==> src/rtl/battle_sequencer.sv <==
// Frame-synchronous battle controller: sequences dodge and attack phases,
// debounces bullet hits, and owns the player and monster HP registers.
module battle_sequencer #(
  parameter int unsigned DODGE_FRAMES    = 300,
  parameter int unsigned ATTACK_FRAMES   = 180,
  parameter int unsigned PLAYER_HP_INIT  = 100,
  parameter int unsigned MONSTER_HP_INIT = 100,
  parameter int unsigned BULLET_DAMAGE   = 10,
  parameter int unsigned IFRAMES         = 30
) (
  input  logic       Pclk,
  input  logic       RESET,
  input  logic       frame_tick,
  input  logic       start,
  input  logic       ovl_b1,
  input  logic       ovl_b2,
  input  logic       attack,
  input  logic [6:0] attack_damage,
  output logic       state_game,
  output logic       hit_b1,
  output logic       hit_b2,
  output logic [6:0] player_hp,
  output logic [6:0] monster_hp,
  output logic       game_over,
  output logic       game_win
);

  typedef enum logic [2:0] {IDLE, DODGE, AIM, RESOLVE, LOSE, WIN} state_t;

  localparam logic [8:0] DODGE_LOAD  = 9'(DODGE_FRAMES - 1);
  localparam logic [8:0] ATTACK_LOAD = 9'(ATTACK_FRAMES - 1);
  localparam logic [6:0] P_INIT      = 7'(PLAYER_HP_INIT);
  localparam logic [6:0] M_INIT      = 7'(MONSTER_HP_INIT);
  localparam logic [6:0] B_DMG       = 7'(BULLET_DAMAGE);
  localparam logic [5:0] IFR_LOAD    = 6'(IFRAMES);

  // HP subtraction in 8 bits; a negative result clamps to zero.
  function automatic logic [6:0] sat_sub(input logic [6:0] a, input logic [6:0] b);
    logic signed [7:0] diff;
    diff = $signed({1'b0, a}) - $signed({1'b0, b});
    return (diff < 0) ? 7'd0 : diff[6:0];
  endfunction

  state_t      state_q, state_d;
  logic [8:0]  frame_cnt_q, frame_cnt_d;
  logic [5:0]  iframe_cnt_q, iframe_cnt_d;
  logic [6:0]  dmg_q, dmg_d;
  logic        b1_done_q, b1_done_d, b2_done_q, b2_done_d;
  logic [6:0]  player_hp_q, player_hp_d, monster_hp_q, monster_hp_d;
  logic        hit_b1_q, hit_b1_d, hit_b2_q, hit_b2_d;
  logic        state_game_q, state_game_d, game_over_q, game_over_d, game_win_q, game_win_d;
  logic        acc_b1, acc_b2;
  logic [6:0]  hit_hp, res_hp;

  always_comb begin
    state_d      = state_q;
    frame_cnt_d  = frame_cnt_q;
    iframe_cnt_d = iframe_cnt_q;
    dmg_d        = dmg_q;
    b1_done_d    = b1_done_q;
    b2_done_d    = b2_done_q;
    player_hp_d  = player_hp_q;
    monster_hp_d = monster_hp_q;
    hit_b1_d     = 1'b0;
    hit_b2_d     = 1'b0;
    acc_b1       = 1'b0;
    acc_b2       = 1'b0;
    hit_hp       = sat_sub(player_hp_q, B_DMG);
    res_hp       = sat_sub(monster_hp_q, dmg_q);

    if (start) begin
      state_d      = DODGE;
      player_hp_d  = P_INIT;
      monster_hp_d = M_INIT;
      frame_cnt_d  = DODGE_LOAD;
      iframe_cnt_d = 6'd0;
      b1_done_d    = 1'b0;
      b2_done_d    = 1'b0;
    end else begin
      case (state_q)
        DODGE: begin
          // b1 has precedence; the iframe window it opens then shields b2.
          acc_b1 = ovl_b1 && !b1_done_q && (iframe_cnt_q == 6'd0);
          acc_b2 = ovl_b2 && !b2_done_q && (iframe_cnt_q == 6'd0) && !acc_b1;
          if (frame_tick) begin
            if (iframe_cnt_q != 6'd0) iframe_cnt_d = iframe_cnt_q - 6'd1;
            if (frame_cnt_q == 9'd0) begin
              state_d     = AIM;
              frame_cnt_d = ATTACK_LOAD;
            end else begin
              frame_cnt_d = frame_cnt_q - 9'd1;
            end
          end
          if (acc_b1 || acc_b2) begin
            hit_b1_d     = acc_b1;
            hit_b2_d     = acc_b2;
            b1_done_d    = b1_done_q | acc_b1;
            b2_done_d    = b2_done_q | acc_b2;
            iframe_cnt_d = IFR_LOAD;
            player_hp_d  = hit_hp;
            if (hit_hp == 7'd0) state_d = LOSE;
          end
        end
        AIM: begin
          if (attack) begin
            dmg_d   = attack_damage;
            state_d = RESOLVE;
          end else if (frame_tick) begin
            if (frame_cnt_q == 9'd0) begin
              dmg_d   = 7'd0;
              state_d = RESOLVE;
            end else begin
              frame_cnt_d = frame_cnt_q - 9'd1;
            end
          end
        end
        RESOLVE: begin
          monster_hp_d = res_hp;
          if (res_hp == 7'd0) begin
            state_d = WIN;
          end else begin
            state_d      = DODGE;
            frame_cnt_d  = DODGE_LOAD;
            iframe_cnt_d = 6'd0;
            b1_done_d    = 1'b0;
            b2_done_d    = 1'b0;
          end
        end
        default: ;
      endcase
    end

    state_game_d = (state_d == AIM) || (state_d == RESOLVE);
    game_over_d  = (state_d == LOSE);
    game_win_d   = (state_d == WIN);
  end

  always_ff @(posedge Pclk) begin
    if (!RESET) begin
      state_q      <= IDLE;
      frame_cnt_q  <= 9'd0;
      iframe_cnt_q <= 6'd0;
      b1_done_q    <= 1'b0;
      b2_done_q    <= 1'b0;
      player_hp_q  <= P_INIT;
      monster_hp_q <= M_INIT;
      hit_b1_q     <= 1'b0;
      hit_b2_q     <= 1'b0;
      state_game_q <= 1'b0;
      game_over_q  <= 1'b0;
      game_win_q   <= 1'b0;
    end else begin
      state_q      <= state_d;
      frame_cnt_q  <= frame_cnt_d;
      iframe_cnt_q <= iframe_cnt_d;
      b1_done_q    <= b1_done_d;
      b2_done_q    <= b2_done_d;
      player_hp_q  <= player_hp_d;
      monster_hp_q <= monster_hp_d;
      hit_b1_q     <= hit_b1_d;
      hit_b2_q     <= hit_b2_d;
      state_game_q <= state_game_d;
      game_over_q  <= game_over_d;
      game_win_q   <= game_win_d;
    end
  end

  // Damage latch is pure data: only read in RESOLVE, always written in AIM first.
  always_ff @(posedge Pclk) begin
    dmg_q <= dmg_d;
  end

  assign state_game = state_game_q;
  assign hit_b1     = hit_b1_q;
  assign hit_b2     = hit_b2_q;
  assign player_hp  = player_hp_q;
  assign monster_hp = monster_hp_q;
  assign game_over  = game_over_q;
  assign game_win   = game_win_q;

endmodule

==> config.mk <==
export PLATFORM = sky130hd
export DESIGN_NAME = battle_sequencer
export DESIGN_NICKNAME = d
export VERILOG_FILES = /design/src/rtl/battle_sequencer.sv
export SDC_FILE = /design/constraint.sdc
export NUM_CORES = 1
export LEC_CHECK = 0
export CAP_MARGIN = 10
export CORE_MARGIN = 3
export CORE_UTILIZATION = 47
export CTS_CLUSTER_DIAMETER = 80
export DETAILED_ROUTE_END_ITERATION = 8
export PLACE_DENSITY = 0.79
export SETUP_SLACK_MARGIN = 0.5
export SKIP_LAST_GASP = 1
export SYNTH_ARGS = -nofsm -noshare
export SYNTH_HDL_FRONTEND = slang
export SYNTH_SLANG_ARGS = --single-unit
==> constraint.sdc <==
create_clock -name Pclk -period 4.8 [get_ports Pclk]
set_clock_uncertainty 0.1 [all_clocks]
set_input_delay 1.44 -clock Pclk [delete_from_list [all_inputs] [get_ports Pclk]]
set_output_delay 1.44 -clock Pclk [all_outputs]
set_load 0.01 [all_outputs]
==> results of run 1 <==
## cell type report
class | instances | area (um2)
Sequential cell | 46 | 991.0
Tap cell | 70 | 87.58
Fill cell | 476 | 2197
Inverter | 20 | 75.07
Multi-Input combinational cell | 252 | 1580
Timing Repair Buffer | 33 | 327.8
Clock buffer | 7 | 76.32
## power groups by stage
stage | Clock (mW) | Combinational (mW) | Sequential [mW]
final | 0.223 | 0.132 | 0.415
after global routing | 0.242 | 0.149 | 0.417
after CTS | 0.228 | 0.131 | 0.415
after detailed placement | 0 | 0.130 | 0.423
after global placement | 0 | 0.128 | 0.423
after floorplan | 0 | 0.0961 | 0.421
## through the flow
step | worst slack, ns | hold WS, ns | util | instance area [um2]
after global placement | 1.216 | 0.3589 | 0.5739 | 3062
after detailed placement | 1.166 | 0.3649 | 0.5739 | 3062
after floorplan | 1.819 | 0.3409 | - | 2704
final | 1.474 | 0.3843 | 0.5882 | 3138
after CTS | 1.488 | 0.3878 | 0.5882 | 3138
after global routing | 1.293 | 0.4141 | 0.5882 | 3138
## state kept, by name, summed over array words and instances, names as in the netlist
signal and cells:
game_over 1, dmg_q 7, hit_b2 1, game_win 1, state_game 1, player_hp 7
b2_done_q 1, frame_cnt_q 9, hit_b1 1, iframe_cnt_q 6, monster_hp 7, state_q 3
b1_done_q 1
## worst min-delay path, stage by stage, from the launching register on
cell	delay [ns]
dfxtp_1	0.32
a31oi_1	0.04
nor2_1	0.08
## metal layers
layer,wire length (um),share of wire,vias to the layer above
met2,2767,0.46,54
met5,0,0,-
met1,2937,0.49,1186
met4,64,0.011,0
li1,-,-,1247
met3,235,0.039,5
## placed cells by master (no fill, tap or decap), drive strengths merged, types with 11 or more instances in the layout
master         synthesis  final
nand3                 15     15
clkdlybuf4s50          0     32
inv                   20     20
o21ai                 13     13
nand2                 30     30
a21oi                 26     26
ha                    12     12
dfxtp                 39     39
and2                  11     11
nor2                  37     37
## Yosys cell counts (5+ instances only)
cell       n
a21oi_1   25
clkbuf_1   6
dfxtp_1   39
nor2_1    37
inv_1     20
nor4_1     6
o21ai_0   11
edfxtp_1   7
nand2b_1   9
a211oi_1   6
nand3_1   15
and2_1     9
nor3_1    10
nand2_1   30
ha_1      12
nor2b_1    5
## worst max-delay path by stage
stage                          end  slack, ns  cells past startpoint
finish                  state_q[0]       1.47                      7
global route        frame_cnt_q[8]       1.29                     10
CTS                     state_q[0]       1.49                      7
detailed placement      state_q[0]       1.17                      7
global placement        state_q[0]       1.22                      7
floorplan             player_hp[4]       1.82                      8
## cells by family after synthesis
family | after synthesis | synth area share
simple gates | 143 | 0.2679
compound gates | 87 | 0.2226
flops | 46 | 0.3665
buf+inv | 32 | 0.04905
fa+ha+maj | 13 | 0.06293
xor+xnor | 5 | 0.01620
mux | 4 | 0.01481
==> flow_results.xml, run 1 <==
<?xml version="1.0" encoding="UTF-8"?>
<metrics>
  <group name="route">
    <metric name="vias" unit="">2492</metric>
    <metric name="dr_pass1_iterations" unit="">4</metric>
    <metric name="number_of_drc_markers_after_the_initial_detailed_route_iteration" unit="">199</metric>
    <metric name="post_drt_via_cell_ratio" unit="">5.822</metric>
    <metric name="remaining_drc_errors" unit="">0</metric>
    <metric name="route.antenna.remaining_nets" unit="">0</metric>
    <metric name="routed_wirelength_normalized_by_instance_count" unit="um">14.03</metric>
    <metric name="detail_route.wirelength" unit="mm">6.005</metric>
  </group>
  <group name="final_layout">
    <metric name="diodes" unit="">0</metric>
    <metric name="post_route_cells_drive_above_1_share" unit="">0.04749</metric>
    <metric name="area.growth.synth_to_final" unit="%">16.06</metric>
    <metric name="nets" unit="">385</metric>
    <metric name="final_cells" unit="">428</metric>
  </group>
  <group name="yosys">
    <metric name="seq_area_frac_synth" unit="">0.3665</metric>
    <metric name="synth-warning-count" unit="">0</metric>
    <metric name="post_synth_main_area_contributors" unit="">dfxtp_1 29%, edfxtp_1 7.8%, ha_1 5.6%, nor2_1 5.1%, a21oi_1 4.6%</metric>
    <metric name="synth_enable_flop_cells" unit="">7</metric>
    <metric name="yosysTopAreaCell" unit="">dfxtp_1</metric>
    <metric name="synthesis.area" unit="um2">2704</metric>
    <metric name="synth_async_sr_flop_share" unit="">0</metric>
    <metric name="synth_ff_type" unit="">dfxtp_1</metric>
    <metric name="synth.distinct_cells" unit="">56</metric>
    <metric name="synthDominantCellAreaShare" unit="">0.2888</metric>
    <metric name="postSynthRegisterBits" unit="">46</metric>
    <metric name="syn-instance-count" unit="">330</metric>
    <metric name="avgSynthCellArea" unit="um2">8.193</metric>
    <metric name="syn_nets" unit="">357</metric>
  </group>
  <group name="pwr">
    <metric name="cell_internal_pwr" unit="uW">559.0</metric>
    <metric name="clock_power_share" unit="">0.289</metric>
    <metric name="switching_share" unit="">0.2739</metric>
    <metric name="ir_worst_vdd" unit="V">0.0001700</metric>
    <metric name="pwr-share-comb" unit="">0.172</metric>
    <metric name="net-switching-power" unit="uW">210.9</metric>
    <metric name="leakage" unit="nW">1.166</metric>
    <metric name="seqPwrFrac" unit="">0.539</metric>
    <metric name="power_per_cell_area" unit="nW/um2">245.4</metric>
    <metric name="power" unit="uW">769.9</metric>
  </group>
  <group name="run">
    <metric name="maxCapViolCount" unit="">0</metric>
  </group>
  <group name="global_route">
    <metric name="antenna_found_initial" unit="">0</metric>
    <metric name="gr_busiest_metal" unit="">met2</metric>
    <metric name="grt_use_total" unit="">0.1917</metric>
    <metric name="grt_pass1_vias" unit="">2262</metric>
    <metric name="grt.met1_usage" unit="">0.2661</metric>
    <metric name="grt_start_max_net_pins" unit="">27</metric>
    <metric name="grt_first_pass_wirelength" unit="mm">10.17</metric>
    <metric name="grtUsageMet2" unit="">0.2997</metric>
    <metric name="grt_overflow" unit="">0</metric>
    <metric name="grt.met3_usage" unit="">0.03618</metric>
  </group>
  <group name="cts">
    <metric name="post-cts-setup-buffer-count" unit="">0</metric>
    <metric name="number_of_buffers_created_by_cts" unit="">5</metric>
    <metric name="holdBufCountCts" unit="">0</metric>
    <metric name="tritoncts" unit="">done</metric>
    <metric name="cts_resized" unit="">0</metric>
    <metric name="cts.sinks" unit="">46</metric>
    <metric name="worst_skew_pair.late_latency" unit="ns">0.29</metric>
    <metric name="clk_pin_slew" unit="ns">0.08</metric>
    <metric name="clock_path_buffers" unit="">2</metric>
    <metric name="cts.root.buffer_cell" unit="">clkbuf_8</metric>
    <metric name="cts_htree_levels" unit="">2</metric>
  </group>
  <group name="worst_setup_path">
    <metric name="path_delay_family" unit="">simple AND/OR/NAND/NOR gates</metric>
    <metric name="crit_required" unit="ns">4.90</metric>
    <metric name="crit_path_max_incr_delay" unit="ns">0.51</metric>
    <metric name="critical_path.startpoint" unit="">ovl_b2</metric>
    <metric name="regToRegEndpoint" unit="">frame_cnt_q[8]</metric>
    <metric name="setup.worst_path.start_class" unit="">input port</metric>
    <metric name="path_max_fanout" unit="">11</metric>
    <metric name="worst_ep_arrival_time" unit="ns">3.42</metric>
    <metric name="worst-path-buf-inv" unit="">1</metric>
    <metric name="critical_path_class" unit="">in2reg</metric>
    <metric name="ff2ff_setup_slack" unit="ns">1.57</metric>
    <metric name="critPathCaptureType" unit="">flop</metric>
    <metric name="cp_cell_sequence" unit="">clkdlybuf4s50_1 -&gt; nor2b_1 -&gt; nand2b_1 -&gt; nand2_1 -&gt; or4_1 -&gt; a221o_1 -&gt; and2_1</metric>
    <metric name="crit-reg2reg-launch" unit="">monster_hp[0]</metric>
    <metric name="cpMaxStageDelayCell" unit="">or4_1</metric>
    <metric name="ff2ff_path_depth" unit="">10</metric>
  </group>
  <group name="sta">
    <metric name="worst_slew_pin_slew" unit="ns">0.9152</metric>
    <metric name="fin_tns_setup" unit="ns">0</metric>
    <metric name="fmaxAchievable" unit="MHz">300.7</metric>
    <metric name="final-hold-violation-count" unit="">0</metric>
    <metric name="setup_violations" unit="">0</metric>
    <metric name="setup_repair_after_global_routing_missed_its_margin" unit="">false</metric>
    <metric name="min_period_over_period" unit="">0.6929</metric>
    <metric name="period_needed" unit="ns">3.326</metric>
    <metric name="timing.max_slew.rel_slack" unit="">0.3884</metric>
    <metric name="timing.final.max_slew_violations" unit="">0</metric>
  </group>
  <group name="place">
    <metric name="place.port_buffers" unit="">32</metric>
    <metric name="placed_cells" unit="">421</metric>
    <metric name="hpwlAfterDp" unit="mm">4.456</metric>
    <metric name="weighted_congestion_reported_at_the_end_of_routability_driven_placement" unit="">0.8244</metric>
  </group>
  <group name="worst_hold_path">
    <metric name="holdPathStages" unit="">2</metric>
    <metric name="hold_path.startpoint" unit="">b1_done_q</metric>
    <metric name="worst_hold_path_type" unit="">reg2reg</metric>
    <metric name="hold_end" unit="">b1_done_q</metric>
  </group>
  <group name="outcome">
    <metric name="status" unit="">finished, final reports clean</metric>
  </group>
  <group name="die">
    <metric name="die_area" unit="um2">6699</metric>
    <metric name="chipHeight" unit="um">81.85</metric>
    <metric name="start_util" unit="">0.5068</metric>
    <metric name="pin_count" unit="">33</metric>
    <metric name="core_area" unit="um2">5335</metric>
    <metric name="fp.dieW" unit="um">81.85</metric>
    <metric name="row_count" unit="">26</metric>
  </group>
</metrics>
(Power assumes the default switching activity.)
==> inputs of run 2 (changes only) <==
Clock period 4.8 ns to 3.2 ns, I/O delays scaled along.
==> flow_results.xml, run 2 (synthesis results as in run 1) <==
<?xml version="1.0" encoding="UTF-8"?>
<metrics>
  <group name="outcome">
    <metric name="status" unit="">finished, final reports clean</metric>
  </group>
  <group name="final_layout">
    <metric name="stdcell_area" unit="um2">3349</metric>
    <metric name="largest_register_ff_count" unit="">9</metric>
    <metric name="register_with_the_most_flip_flops" unit="">frame_cnt_q</metric>
    <metric name="final_cells" unit="">441</metric>
    <metric name="area.growth.synth_to_final" unit="%">23.88</metric>
    <metric name="utilization" unit="">0.6278</metric>
    <metric name="nets" unit="">397</metric>
    <metric name="post_route_cells_drive_above_1_share" unit="">0.1159</metric>
    <metric name="diodes" unit="">0</metric>
    <metric name="fill_cells" unit="">452</metric>
    <metric name="mostFrequentLayoutCell" unit="">dfxtp_1</metric>
    <metric name="layout.cells.most_common_list" unit="">38 x dfxtp_1, 37 x nor2_1, 30 x clkdlybuf4s50_1</metric>
  </group>
  <group name="pwr">
    <metric name="power" unit="mW">1.197</metric>
    <metric name="ir_worst_vdd" unit="V">0.0003313</metric>
    <metric name="leakage" unit="nW">1.282</metric>
    <metric name="power_per_cell_area" unit="nW/um2">357.3</metric>
  </group>
  <group name="sta">
    <metric name="timing.max_slew.rel_slack" unit="">0.5654</metric>
    <metric name="setup_violations" unit="">0</metric>
    <metric name="setup_repair_after_global_routing_missed_its_margin" unit="">true</metric>
    <metric name="min_period_over_period" unit="">0.8344</metric>
    <metric name="final.hold.worst_slack" unit="ns">0.3874</metric>
    <metric name="fmaxAchievable" unit="MHz">374.5</metric>
    <metric name="fin_tns_setup" unit="ns">0</metric>
    <metric name="period_needed" unit="ns">2.670</metric>
    <metric name="worst_slew_pin_slew" unit="ns">0.6519</metric>
    <metric name="post-route-worst-setup-slack" unit="ns">0.5300</metric>
    <metric name="final-hold-violation-count" unit="">0</metric>
    <metric name="timing.final.max_slew_violations" unit="">0</metric>
  </group>
  <group name="cts">
    <metric name="cts.root.buffer_cell" unit="">clkbuf_8</metric>
    <metric name="number_of_buffers_created_by_cts" unit="">5</metric>
    <metric name="cts_htree_levels" unit="">2</metric>
    <metric name="worst_skew_pair.late_latency" unit="ns">0.30</metric>
    <metric name="clock_path_buffers" unit="">2</metric>
    <metric name="cts.sinks" unit="">46</metric>
    <metric name="tritoncts" unit="">done</metric>
    <metric name="clk_pin_slew" unit="ns">0.09</metric>
    <metric name="holdBufCountCts" unit="">0</metric>
  </group>
  <group name="worst_setup_path">
    <metric name="crit_path_max_incr_delay" unit="ns">0.38</metric>
    <metric name="setup.worst_path.start_class" unit="">flop</metric>
    <metric name="path_delay_family" unit="">compound AO/OA/AOI/OAI gates</metric>
    <metric name="path_max_fanout" unit="">5</metric>
    <metric name="critical_path_class" unit="">reg2reg</metric>
    <metric name="worst_ep_arrival_time" unit="ns">2.76</metric>
    <metric name="critPathCaptureType" unit="">flop</metric>
    <metric name="cp_cell_sequence" unit="">ha_2 -&gt; fa_2 -&gt; nand2b_4 -&gt; a2111o_1 -&gt; o211ai_1 -&gt; o31a_1 -&gt; o31ai_4 -&gt; buf_6 -&gt; buf_6 -&gt; o221a_1</metric>
    <metric name="crit_path_frequent_cell" unit="">buf_6</metric>
    <metric name="crit_required" unit="ns">3.29</metric>
    <metric name="cpMaxStageDelayCell" unit="">edfxtp_1</metric>
    <metric name="worst-path-buf-inv" unit="">2</metric>
  </group>
  <group name="die">
    <metric name="die_area" unit="um2">6699</metric>
    <metric name="start_util" unit="">0.5068</metric>
    <metric name="core_area" unit="um2">5335</metric>
    <metric name="fp.dieW" unit="um">81.85</metric>
    <metric name="pin_count" unit="">33</metric>
    <metric name="row_count" unit="">26</metric>
    <metric name="chipHeight" unit="um">81.85</metric>
  </group>
  <group name="global_route">
    <metric name="grt_overflow" unit="">0</metric>
    <metric name="grt_first_pass_wirelength" unit="mm">10.75</metric>
    <metric name="grt_start_max_net_pins" unit="">20</metric>
    <metric name="antenna_found_initial" unit="">0</metric>
    <metric name="grt_pass1_vias" unit="">2327</metric>
    <metric name="grt_use_total" unit="">0.2038</metric>
  </group>
  <group name="place">
    <metric name="placed_cells" unit="">427</metric>
    <metric name="weighted_congestion_reported_at_the_end_of_routability_driven_placement" unit="">0.8752</metric>
    <metric name="place.port_buffers" unit="">32</metric>
    <metric name="postPlaceCellArea" unit="um2">3107</metric>
    <metric name="hpwlAfterDp" unit="mm">4.602</metric>
    <metric name="dp_worst_setup_slack" unit="ns">0.1323</metric>
  </group>
  <group name="worst_hold_path">
    <metric name="worst_hold_path_type" unit="">reg2reg</metric>
  </group>
  <group name="route">
    <metric name="remaining_drc_errors" unit="">0</metric>
    <metric name="number_of_drc_markers_after_the_initial_detailed_route_iteration" unit="">184</metric>
    <metric name="post_drt_via_cell_ratio" unit="">5.832</metric>
    <metric name="route.antenna.remaining_nets" unit="">0</metric>
    <metric name="dr_pass1_iterations" unit="">5</metric>
    <metric name="routed_wirelength_normalized_by_instance_count" unit="um">14.82</metric>
    <metric name="vias" unit="">2572</metric>
    <metric name="detail_route.wirelength" unit="mm">6.535</metric>
  </group>
  <group name="run">
    <metric name="maxCapViolCount" unit="">0</metric>
  </group>
</metrics>
[run 2: cell count changes in the layout (fill, tap and decap cells not counted), moves of 2 or more]
cell             change
buf_4                +8
buf_6                +4
nand2b_1             -3
nand2b_4             +3
a221oi_1             -2
a221oi_2             +2
clkdlybuf4s50_1      -2
dlymetal6s2s_1       +2
ha_1                 -2
[run 2: area by class of cell]
class	instances	area, um2	share of cell area
multi-input combinational	252	1677	0.5006
clock buffer	8	80.08	0.02391
sequential	46	992.2	0.2962
timing repair buffer	45	437.9	0.1307
tap	70	87.58	0.02615
inverter	20	75.07	0.02241
[run 2: routing by layer]
metal,track usage,wire length [um],vias to the layer above
met3,0.02851,355,13
met2,0.3441,3147,90
met5,0,0,-
met1,0.2724,2960,1192
met4,0.05316,72,0
li1,-,-,1277
[run 2: what timing repair did]
item / 4_1_cts / 5_1_grt
setup buffers: 5 / 1
pin swaps: 3 / 9
resized for setup: 8 / 17
endpoints found under the setup margin: 15 / 19
[run 2: worst reg2reg max path: cells and delay by family, from the launching register on]
| family | cells | cell delay, ns |
|---|---|---|
| adders and majority gates | 2 | 0.54 |
| and+or+nand+nor | 1 | 0.16 |
| buffers and inverters | 2 | 0.25 |
| AOI/OAI and AO/OA | 5 | 1.14 |
| DFF | 1 | 0.38 |
[run 2: worst paths after layout]
path                       from        endpoint  slack, ns  cells after the start
setup reg to reg       dmg_q[0]  frame_cnt_q[7]       0.53                     10
setup / recovery       dmg_q[0]  frame_cnt_q[7]       0.53                     10
hold reg to reg   monster_hp[3]   monster_hp[3]       0.39                      2
hold / removal    monster_hp[3]   monster_hp[3]       0.39                      2
[run 2: report_power, final]
part	internal [mW]	switching [mW]	total (mW)
Sequential	0.603	0.0199	0.623
Clock	0.156	0.192	0.348
Combinational	0.103	0.124	0.226
